`config.mk`:
```
export PLATFORM = sky130hd
export DESIGN_NAME = serial_slave_bridge
export DESIGN_NICKNAME = d
export VERILOG_FILES = /design/src/rtl/serial_slave_bridge_pkg.sv /design/src/rtl/serial_slave_bridge_fifo.sv /design/src/rtl/serial_slave_bridge.sv
export SDC_FILE = /design/constraint.sdc
export NUM_CORES = 1
export LEC_CHECK = 0
export CORE_MARGIN = 2
export CORE_UTILIZATION = 39
export CTS_CLUSTER_SIZE = 12
export DETAILED_ROUTE_END_ITERATION = 7
export REMOVE_ABC_BUFFERS = 1
export SETUP_SLACK_MARGIN = 0.05
export SYNTH_ARGS = -nofsm -noshare
export SYNTH_HDL_FRONTEND = slang
export SYNTH_SLANG_ARGS = --single-unit
```
`constraint.sdc`:
```
create_clock -name clk -period 2.15 [get_ports clk]
set_input_delay 0.43 -clock clk [delete_from_list [all_inputs] [get_ports clk]]
set_output_delay 0.43 -clock clk [all_outputs]
set_load 0.01 [all_outputs]
```
`src/rtl/serial_slave_bridge_pkg.sv`:
```
// Shared types for the serial slave bridge: the FSM state encoding and a helper
// that gives the width of a local request word.
package serial_slave_bridge_pkg;

  typedef enum logic [2:0] {
    S_IDLE,
    S_ADDR,
    S_DATA,
    S_WRITE,
    S_RD_REQ,
    S_READ,
    S_SPLIT,
    S_SEND
  } state_t;

  function automatic int req_width(input int addr_width, input int data_width);
    return 1 + addr_width + data_width;
  endfunction

endpackage

```
`src/rtl/serial_slave_bridge_fifo.sv`:
```
// Show-ahead synchronous request queue. o_head is the oldest entry and is forced
// to zero while the queue is empty.
module sync_fifo #(
  parameter int WIDTH = 8,
  parameter int DEPTH = 4
) (
  input  logic                     clk,
  input  logic                     rstn,
  input  logic                     i_push,
  input  logic [WIDTH-1:0]         i_data,
  input  logic                     i_pop,
  output logic [WIDTH-1:0]         o_head,
  output logic                     o_empty,
  output logic                     o_full,
  output logic [$clog2(DEPTH):0]   o_count
);

  localparam int PW = $clog2(DEPTH);

  logic [WIDTH-1:0] r_mem [DEPTH];
  logic [PW-1:0]    r_wr_ptr;
  logic [PW-1:0]    r_rd_ptr;
  logic [PW:0]      r_count;
  logic             w_push;
  logic             w_pop;

  assign o_empty = (r_count == '0);
  assign o_full  = (r_count == (PW+1)'(DEPTH));
  assign o_count = r_count;
  assign o_head  = o_empty ? '0 : r_mem[r_rd_ptr];
  assign w_push  = i_push && !o_full;
  assign w_pop   = i_pop && !o_empty;

  // DEPTH is a power of two, so the pointers wrap by plain overflow.
  always_ff @(posedge clk or negedge rstn) begin
    if (!rstn) begin
      r_wr_ptr <= '0;
      r_rd_ptr <= '0;
      r_count  <= '0;
    end else begin
      if (w_push) r_wr_ptr <= r_wr_ptr + PW'(1);
      if (w_pop)  r_rd_ptr <= r_rd_ptr + PW'(1);
      case ({w_push, w_pop})
        2'b10:   r_count <= r_count + (PW+1)'(1);
        2'b01:   r_count <= r_count - (PW+1)'(1);
        default: r_count <= r_count;
      endcase
    end
  end

  always_ff @(posedge clk) begin
    if (w_push) r_mem[r_wr_ptr] <= i_data;
  end

endmodule

```
`src/rtl/serial_slave_bridge.sv`:
```
// Bit-serial slave: shifts in address/data frames from a serial master, queues
// {mode, addr, data} requests to the local side and serialises read responses back.
module serial_slave_bridge
  import serial_slave_bridge_pkg::*;
#(
  parameter int ADDR_WIDTH    = 16,
  parameter int DATA_WIDTH    = 8,
  parameter int FIFO_DEPTH    = 4,
  parameter int SPLIT_EN      = 0,
  parameter int SPLIT_TIMEOUT = 8
) (
  input  logic                                        clk,
  input  logic                                        rstn,
  input  logic                                        mode,
  input  logic                                        wr_bus,
  input  logic                                        master_valid,
  input  logic                                        master_ready,
  output logic                                        rd_bus,
  output logic                                        slave_ready,
  output logic                                        slave_valid,
  output logic                                        split,
  output logic [req_width(ADDR_WIDTH,DATA_WIDTH)-1:0] req_data,
  output logic                                        req_valid,
  input  logic                                        req_ready,
  input  logic                                        rsp_valid,
  input  logic [DATA_WIDTH-1:0]                       rsp_data,
  output logic [$clog2(FIFO_DEPTH):0]                 fifo_count,
  output state_t                                      dbg_state
);

  localparam int RW = req_width(ADDR_WIDTH, DATA_WIDTH);
  localparam int CW = $clog2(ADDR_WIDTH + DATA_WIDTH + 1);
  localparam int WW = $clog2(SPLIT_TIMEOUT + 1);
  localparam logic [CW-1:0] ADDR_LAST = CW'(ADDR_WIDTH - 1);
  localparam logic [CW-1:0] DATA_LAST = CW'(DATA_WIDTH - 1);
  localparam logic [WW-1:0] WAIT_LAST = WW'(SPLIT_TIMEOUT - 1);

  state_t                r_state, w_state_nxt;
  logic [CW-1:0]         r_cnt, w_cnt_nxt;
  logic [WW-1:0]         r_wait, w_wait_nxt;
  logic [ADDR_WIDTH-1:0] r_addr, w_addr_nxt;
  logic [DATA_WIDTH-1:0] r_data, w_data_nxt;
  logic [DATA_WIDTH-1:0] r_rsp, w_rsp_nxt;
  logic [DATA_WIDTH-1:0] w_rsp_shift;
  logic                  w_push;
  logic [RW-1:0]         w_push_data;
  logic                  w_empty;
  logic                  w_full;

  // Shifting left by the bit counter puts the current MSB-first bit on top.
  assign w_rsp_shift = r_rsp << r_cnt;
  assign req_valid   = !w_empty;
  assign dbg_state   = r_state;

  always_ff @(posedge clk or negedge rstn) begin
    if (!rstn) begin
      r_state <= S_IDLE;
      r_cnt   <= '0;
      r_wait  <= '0;
      r_addr  <= '0;
      r_data  <= '0;
      r_rsp   <= '0;
    end else begin
      r_state <= w_state_nxt;
      r_cnt   <= w_cnt_nxt;
      r_wait  <= w_wait_nxt;
      r_addr  <= w_addr_nxt;
      r_data  <= w_data_nxt;
      r_rsp   <= w_rsp_nxt;
    end
  end

  always_comb begin
    w_state_nxt = r_state;
    w_cnt_nxt   = r_cnt;
    w_wait_nxt  = r_wait;
    w_addr_nxt  = r_addr;
    w_data_nxt  = r_data;
    w_rsp_nxt   = r_rsp;
    w_push      = 1'b0;
    w_push_data = '0;
    slave_ready = 1'b0;
    slave_valid = 1'b0;
    split       = 1'b0;
    rd_bus      = 1'b0;
    case (r_state)
      S_IDLE: begin
        if (master_valid && !w_full) begin
          w_state_nxt = S_ADDR;
          w_cnt_nxt   = '0;
        end
      end
      S_ADDR: begin
        slave_ready = 1'b1;
        if (!master_valid) begin
          w_state_nxt = S_IDLE;
          w_cnt_nxt   = '0;
        end else begin
          w_addr_nxt = {r_addr[ADDR_WIDTH-2:0], wr_bus};
          w_cnt_nxt  = r_cnt + CW'(1);
          if (r_cnt == ADDR_LAST) begin
            w_cnt_nxt   = '0;
            w_state_nxt = mode ? S_DATA : S_RD_REQ;
          end
        end
      end
      S_DATA: begin
        slave_ready = 1'b1;
        if (!master_valid) begin
          w_state_nxt = S_IDLE;
          w_cnt_nxt   = '0;
        end else begin
          w_data_nxt = {r_data[DATA_WIDTH-2:0], wr_bus};
          w_cnt_nxt  = r_cnt + CW'(1);
          if (r_cnt == DATA_LAST) begin
            w_cnt_nxt   = '0;
            w_state_nxt = S_WRITE;
          end
        end
      end
      S_WRITE: begin
        w_push      = 1'b1;
        w_push_data = {1'b1, r_addr, r_data};
        w_state_nxt = S_IDLE;
      end
      S_RD_REQ: begin
        w_push      = 1'b1;
        w_push_data = {1'b0, r_addr, {DATA_WIDTH{1'b0}}};
        w_state_nxt = S_READ;
        w_cnt_nxt   = '0;
        w_wait_nxt  = '0;
      end
      S_READ: begin
        if (rsp_valid) begin
          w_rsp_nxt   = rsp_data;
          w_state_nxt = S_SEND;
          w_cnt_nxt   = '0;
        end else if (SPLIT_EN != 0) begin
          if (r_wait == WAIT_LAST) begin
            w_state_nxt = S_SPLIT;
            w_cnt_nxt   = '0;
          end else begin
            w_wait_nxt = r_wait + WW'(1);
          end
        end
      end
      S_SPLIT: begin
        split = 1'b1;
        if (rsp_valid) begin
          w_rsp_nxt   = rsp_data;
          w_state_nxt = S_SEND;
          w_cnt_nxt   = '0;
        end
      end
      S_SEND: begin
        slave_valid = 1'b1;
        rd_bus      = w_rsp_shift[DATA_WIDTH-1];
        if (master_ready) begin
          if (r_cnt == DATA_LAST) begin
            w_state_nxt = S_IDLE;
            w_cnt_nxt   = '0;
          end else begin
            w_cnt_nxt = r_cnt + CW'(1);
          end
        end
      end
      default: w_state_nxt = S_IDLE;
    endcase
  end

  sync_fifo #(
    .WIDTH (RW),
    .DEPTH (FIFO_DEPTH)
  ) u_fifo (
    .clk     (clk),
    .rstn    (rstn),
    .i_push  (w_push),
    .i_data  (w_push_data),
    .i_pop   (req_valid && req_ready),
    .o_head  (req_data),
    .o_empty (w_empty),
    .o_full  (w_full),
    .o_count (fifo_count)
  );

endmodule

```
==> summary.md, run 1 <==
| Metric | Value |
|---|---|
| Mapped cell area | 6250 µm² |
| P&R area growth vs syn | 31.6% |
| Clock Root Buffer | clkbuf_16 |
| Top FF cell, synth | edfxtp_1 |
| IO buf count | 51 |
| H-Tree Depth | 4 |
| Slew margin rel. | approximately 63% |
| Top post-synthesis cells by area | edfxtp_1, dfrtp_1, mux4_2, mux2_2, and2_1 |
| Number of DRC markers in iteration 0 | 147 |
| Post-synth EDFFs | 100 |
| Sequential area share after synthesis | 66.9% |
| Clock Skew | 0.00753 ns |
| Core area | 15800 µm² |
| Average size of a mapped cell | 16.9 µm² |
| Setup Viol. Count Final | 25 |
| Final ANT Viol Nets | 0 |
| Core Rows | 46 |
| Worst VDD drop | 0.831 mV |
| Unrepaired setup endpoints after global routing | true |
| Cells along the critical path | buf_6, buf_6, buf_16, mux4_2, and2_1, buf_2 |
| Post-Route WL | 12300 µm |
| Dpl hpwl | 7120 µm |
| CP arrival | 1.93 ns |
| Yosys warning count | 0 |
| DIE HEIGHT | 131 µm |
| Drt drc | 0 |
| Fraction of registers with async set/reset | between 30% and 40% |
| Flop and latch count out of synthesis | 147 |
| RD Place Congestion | 0.721 |
| Count of pins over their slew limit | 0 |
| Final hold viol count | 0 |
| Die Span X | 131 µm |
| Final Cycle Share | 110% |
| Pin count of the biggest net entering global routing | 27 |
| Power Dens Cells | 1490 nW/µm² |
| Leakage power | 3.23 nW |
| Setup slack at placement | -0.106 ns |
| Layout cell share with drive strength beyond 1 | 42.4% |
| Number of fill cells | around 1300 |
| Gr ovfl total | 0 |
| Largest stage delay, worst path | 0.49 ns |
| Yosys top cell area share | between 40 and 50% |
| Initial antenna violation count | 1 |
| Core Util, Final | 52.1% |
| CP Capture Type | output port |
| Peak Freq | 423 MHz |
| Routed via count | 3430 |
| CTS Buffer Depth | 2 |
| Vias in the first global route | around 3600 |
| Worst hold margin | between 0.4 and 0.5 ns |
| Req. time, crit path | roughly 1.7 ns |
| Largest area contributor in the netlist | edfxtp_1 |
| Worst path most repeated cell | buf_6 |
| Die ar. | 17000 µm² |
| I/O Pins | 52 |
| Crit path launch type | flip-flop |
| Cells after Synth | 370 |
| Routed WL per cell | 17.5 µm |
| Nets | 500 |
| CTS tree | built |
| Initial Utilization | 39.6% |
| First-pass GRT wire length | around 20000 µm |
| Num CTS Buffers | 17 |
| Status | finished, violations left |
| Min Tclk post-route | 2.36 ns |
| Crit-path max FO | 8 |
| CP Class | reg -> out |
| Failing checks | setup timing |
| Drt first pass iters | 4 |
| Max-cap violations | 0 |
| Total power | approximately 12 mW |
| Worst-Margin Slew | 0.555 ns |
| Antenna Cells | 0 |
| Hold Path Class | reg -> reg |
| Yosys cell types | 46 |
| Reg clk slew, reported paths | 0.06 ns |
| Clk_lat worst skew | 0.42 ns |
| Post-route setup slack | -0.215 ns |
| Worst-path cell with the longest stage delay | mux4_2 |
| Total GRT Usage | 16.0% |
| CTS Sinks | 147 |
| Via/cell ratio | 4.87 |
[cell usage after synthesis, drive strengths merged (2+ instances only)]
master  instances
ha              8
xor2            3
nor3            2
nand3           4
mux2i           5
nor2b          19
xnor2           4
and2           31
dfrtp          47
a21oi           2
edfxtp        100
clkbuf         10
o21ai           3
nor4b           2
nor2           11
and3            9
inv             9
mux4           27
or3b            2
or3             2
and4bb          2
buf            10
mux2           33
nand2           8
[logic make-up (layout without fill, tap and decap cells)]
family	Yosys count	count (layout)	synth area share, %
buffers and inverters	29	147	2.12
flip-flops	147	147	66.9
AO/OA/AOI/OAI	16	16	1.96
adder cells (fa/ha/maj)	9	9	1.92
multiplexers	65	65	16.5
XOR/XNOR	7	7	0.982
AND/OR/NAND/NOR	97	97	9.62
[layout make-up]
| cell class | instances | area, µm² | area share (%) |
|---|---|---|---|
| clock inverters | 14 | 163 | 1.98 |
| inverters | 9 | 33.8 | 0.411 |
| repair buffers | 106 | 1100 | 13.4 |
| well taps | 216 | 270 | 3.29 |
| multi-input cells | 194 | 2040 | 24.9 |
| flip-flops and latches | 147 | 4180 | 50.9 |
| clock buffers | 18 | 429 | 5.22 |
[per-layer routing]
layer | vias up | wire length [µm] | track usage (%)
met5 | - | 15 | 0
met4 | 2 | 176 | 6.01
met3 | 16 | 577 | 3.99
met2 | 80 | 6300 | 26.5
met1 | 1722 | 5250 | 20.7
li1 | 1610 | - | -
[cell usage in the layout, fill, tap and decap left out, types with 10 or more instances in the layout]
| cell type | count |
|---|---|
| and2_1 | 18 |
| and2_4 | 13 |
| buf_12 | 12 |
| buf_2 | 15 |
| buf_4 | 32 |
| buf_6 | 20 |
| clkbuf_16 | 17 |
| clkdlybuf4s50_1 | 20 |
| dfrtp_1 | 45 |
| edfxtp_1 | 100 |
| mux2_2 | 33 |
| mux4_2 | 27 |
| nor2_1 | 10 |
| nor2b_1 | 17 |
[what timing repair did]
| action | 4_1_cts | 5_1_grt |
|---|---|---|
| buffers inserted | 14 | 3 |
| gates cloned | 5 | 0 |
| endpoints found under the setup margin | 31 | 36 |
| pin swaps | 29 | 13 |
| resized for setup | 137 | 36 |
| hold endpoints to repair | 19 | 0 |
| hold buffers | 1 | 0 |
[report_power, final]
group	switching [mW]	leakage, nW	total [mW]	internal [mW]
logic	2.22	1.41	5.22	2.99
clock network	1.11	0.285	2.93	1.82
registers	0.292	1.54	4.07	3.78
[through the flow]
stage          std cells  instance area [µm²]  TNS [ns]
6_report             704                 8220     -3.32
5_1_grt              704                 8220     -5.07
4_1_cts              704                 8120     -4.79
3_5_place_dp         652                 7290     -1.52
3_3_place_gp         652                 7290    -0.837
2_1_floorplan        350                 6150    -80.98
[final timing paths]
path	startpoint	end	slack [ns]	depth (start not counted)
setup / recovery	u_fifo.r_rd_ptr[0]	req_data[4]	-0.21	6
hold / removal	r_addr[15]	r_addr[15]	0.50	1
max in group asynchronous	rstn	u_fifo.r_rd_ptr[0]	1.06	3
min in group asynchronous	rstn	u_fifo.o_count[2]	0.53	2
setup reg to reg	u_fifo.o_count[1]	u_fifo.o_count[2]	0.07	10
hold reg to reg	r_addr[15]	r_addr[15]	0.50	1
[registers in the layout, summed over array words and instances (netlist names)]
signal           cells
u_fifo.r_rd_ptr      2
u_fifo.o_count       3
dbg_state            3
u_fifo.r_mem       100
r_cnt                5
r_rsp                8
r_addr              16
u_fifo.r_wr_ptr      2
r_data               8
[worst max-delay path, delay by kind of cell, from the launching register on]
family,cells,cell delay (ns)
buffers and inverters,4,0.48
AND/OR/NAND/NOR,1,0.14
multiplexers,1,0.49
flip-flops,1,0.39
Note: power is estimated with default switching activity, not from simulation.
==> run 2, diff against run 1 <==
--- a/config.mk
+++ b/config.mk
@@ -9,6 +9,7 @@
 export CORE_UTILIZATION = 39
 export CTS_CLUSTER_SIZE = 12
 export DETAILED_ROUTE_END_ITERATION = 7
+export GPL_TIMING_DRIVEN = 0
 export REMOVE_ABC_BUFFERS = 1
 export SETUP_SLACK_MARGIN = 0.05
 export SYNTH_ARGS = -nofsm -noshare
==> run 2 against run 1 <==
The run still ends with setup timing left. Power rose by 0.55%. First-iteration DRC count rose by 71%. Sequential power rose by 4%. Sequential share of layout area rose by 0.76 points.
==> summary.md, run 2 (same netlist as run 1, synthesis figures left out) <==
| Metric | Value |
|---|---|
| Status | finished, violations left |
| Failing checks | setup timing |
| Worst hold margin | 0.0184 ns (-0.480 ns) |
| Die Span X | 131 µm (unchanged) |
| Hold Path Class | in -> async |
| CP arrival | 1.96 ns (+0.03 ns) |
| Fin area | 8130 µm² (-1.1%) |
| Gr ovfl total | 0 (unchanged) |
| Die ar. | 17000 µm² (unchanged) |
| Final Cycle Share | 111% (+1.2 points) |
| Slew margin rel. | 59.3% (-3.7 points) |
| Clock Skew | 0.00972 ns (+0.00219 ns) |
| Initial antenna violation count | 0 (-1) |
| Dpl hpwl | 6500 µm (-8.6%) |
| Post-Route WL | 13000 µm (+5.3%) |
| Leakage power | 3.15 nW (-2.6%) |
| Num CTS Buffers | 17 (unchanged) |
| Crit-path max FO | 6 (-2) |
| Core Rows | 46 (unchanged) |
| CTS Sinks | 147 (unchanged) |
| Clk_lat worst skew | 0.42 ns (about the same) |
| Worst-Margin Slew | 0.610 ns (+0.0549 ns) |
| Setup slack at placement | -1.06 ns (-0.956 ns) |
| CP startpoint | u_fifo.r_rd_ptr[0] |
| Max FFs per register | 100 (unchanged) |
| CP Capture Type | output port |
| Crit path launch type | flip-flop |
| Setup Viol. Count Final | 26 (+4.0%) |
| Routed via count | 3503 (+2.1%) |
| Via/cell ratio | 5.05 (+3.6%) |
| CTS Buffer Depth | 2 (unchanged) |
| Number of fill cells | 1333 (-0.89%) |
| Total power | 12.3 mW (+0.55%) |
| Most common library cell in the layout ignoring fill and taps | edfxtp_1 |
| Core Util, Final | 51.5% (-0.60 points) |
| Antenna Cells | 0 (unchanged) |
| Biggest register | u_fifo.r_mem |
| Min Tclk post-route | 2.39 ns (+0.0253 ns) |
| Total GRT Usage | 16.7% (+0.68 points) |
| Count of pins over their slew limit | 0 (unchanged) |
| Worst VDD drop | 0.921 mV (+11%) |
| Drt first pass iters | 4 (unchanged) |
| Layout cell share with drive strength beyond 1 | 45.2% (+2.8 points) |
| Drt drc | 0 (unchanged) |
| CTS tree | built |
| Vias in the first global route | 3638 (+0.75%) |
| Multi-input gate area | 2160 µm² (+5.8%) |
| Final hold viol count | 0 (unchanged) |
| RD Place Congestion | 0.757 (+4.9%) |
| I/O Pins | 52 (unchanged) |
| Placed instance area | 6990 µm² (-4.1%) |
| Initial Utilization | 39.6% (unchanged) |
| Routed WL per cell | 18.7 µm (+6.8%) |
| Req. time, crit path | 1.72 ns (about the same) |
| Max-cap violations | 0 (unchanged) |
| Largest registers | u_fifo.r_mem x100, r_addr x16 |
| Reg clk slew, reported paths | 0.06 ns (about the same) |
| CP Class | reg -> out |
| DIE HEIGHT | 131 µm (unchanged) |
| Commonest cells after routing, fill and taps aside | edfxtp_1, dfrtp_1, mux2_2 |
| First-pass GRT wire length | 20400 µm (+3.1%) |
| Number of DRC markers in iteration 0 | 251 (+71%) |
| Unrepaired setup endpoints after global routing | true |
| Peak Freq | 418 MHz (-1.1%) |
| Hold Buf Count CTS | 0 (-1) |
| IO buf count | 51 (unchanged) |
| Post-route setup slack | -0.240 ns (-0.0253 ns) |
| Reg area | 4200 µm² (+0.33%) |
| Clock Root Buffer | clkbuf_16 |
| Core area | 15800 µm² (unchanged) |
| Final ANT Viol Nets | 0 (unchanged) |
| Nets | 490 (-2.0%) |
| H-Tree Depth | 4 (unchanged) |
| P&R area growth vs syn | 30.1% |
| Power Dens Cells | 1510 nW/µm² (+1.7%) |
| Pin count of the biggest net entering global routing | 27 (unchanged) |
| RR Startpoint | u_fifo.o_count[0] |
-- run 2: cell types whose count changed in the layout (fill, tap and decap cells not counted), sizes merged --
cell and change:
or3 +1, and2 +4, dlygate4sd3 -1, buf -14
bufinv -1, clkinv -4, clkbuf +5
-- run 2: worst paths after layout --
check	end	slack, ns	cells past startpoint
setup / recovery	req_data[17]	-0.24	6
setup reg to reg	u_fifo.o_count[2]	0	10
hold reg to reg	r_addr[15]	0.50	1
min in group clk	r_addr[15]	0.50	1
max in group asynchronous	r_cnt[0]	1.57	2
hold / removal	dbg_state[1]	0.02	1
-- run 2: report_power, final --
| part | total (mW) | internal, mW | switching, mW |
|---|---|---|---|
| Clock | 2.86 | 1.77 | 1.09 |
| Sequential | 4.22 | 3.80 | 0.423 |
| Combinational | 5.20 | 2.97 | 2.23 |
| Total | 12.3 | 8.53 | 3.75 |
-- run 2: cell type report --
class | count | area share (%)
tap | 216 | 3.33
clock buffer | 23 | 5.76
multi-input combinational | 199 | 26.6
sequential | 147 | 51.6
clock inverter | 9 | 1.31
timing repair buffer | 91 | 11.0
inverter | 9 | 0.416
-- run 2: what timing repair did --
item | 4_1_cts | 5_1_grt
cloned | 8 | 0
endpoints found under the hold margin | 0 | 0
setup buffers | 27 | 9
pin swaps | 20 | 12
endpoints found under the setup margin | 208 | 34
resized for setup | 160 | 38
-- run 2: critical path, stage by stage, from the launching register on --
cell     delay (ns)
dfrtp_2        0.39
buf_12         0.11
buf_12         0.12
buf_16         0.14
mux4_2         0.50
and2_4         0.17
buf_6          0.11
-- run 2: routing by layer --
| layer | global-route usage (%) | wire length, µm | up-vias |
|---|---|---|---|
| li1 | - | - | 1599 |
| met1 | 22.6 | 5790 | 1808 |
| met2 | 26.6 | 6280 | 81 |
| met3 | 4.40 | 737 | 15 |
| met4 | 5.44 | 155 | 0 |
| met5 | 0 | 0 | - |
-- run 2: metrics by stage --
step                      instances  setup TNS (ns)
after floorplan                 350          -80.98
after global routing            694           -6.03
after global placement          617         -323.34
final                           694           -4.21
after detailed placement        620         -134.98
after CTS                       686           -5.44
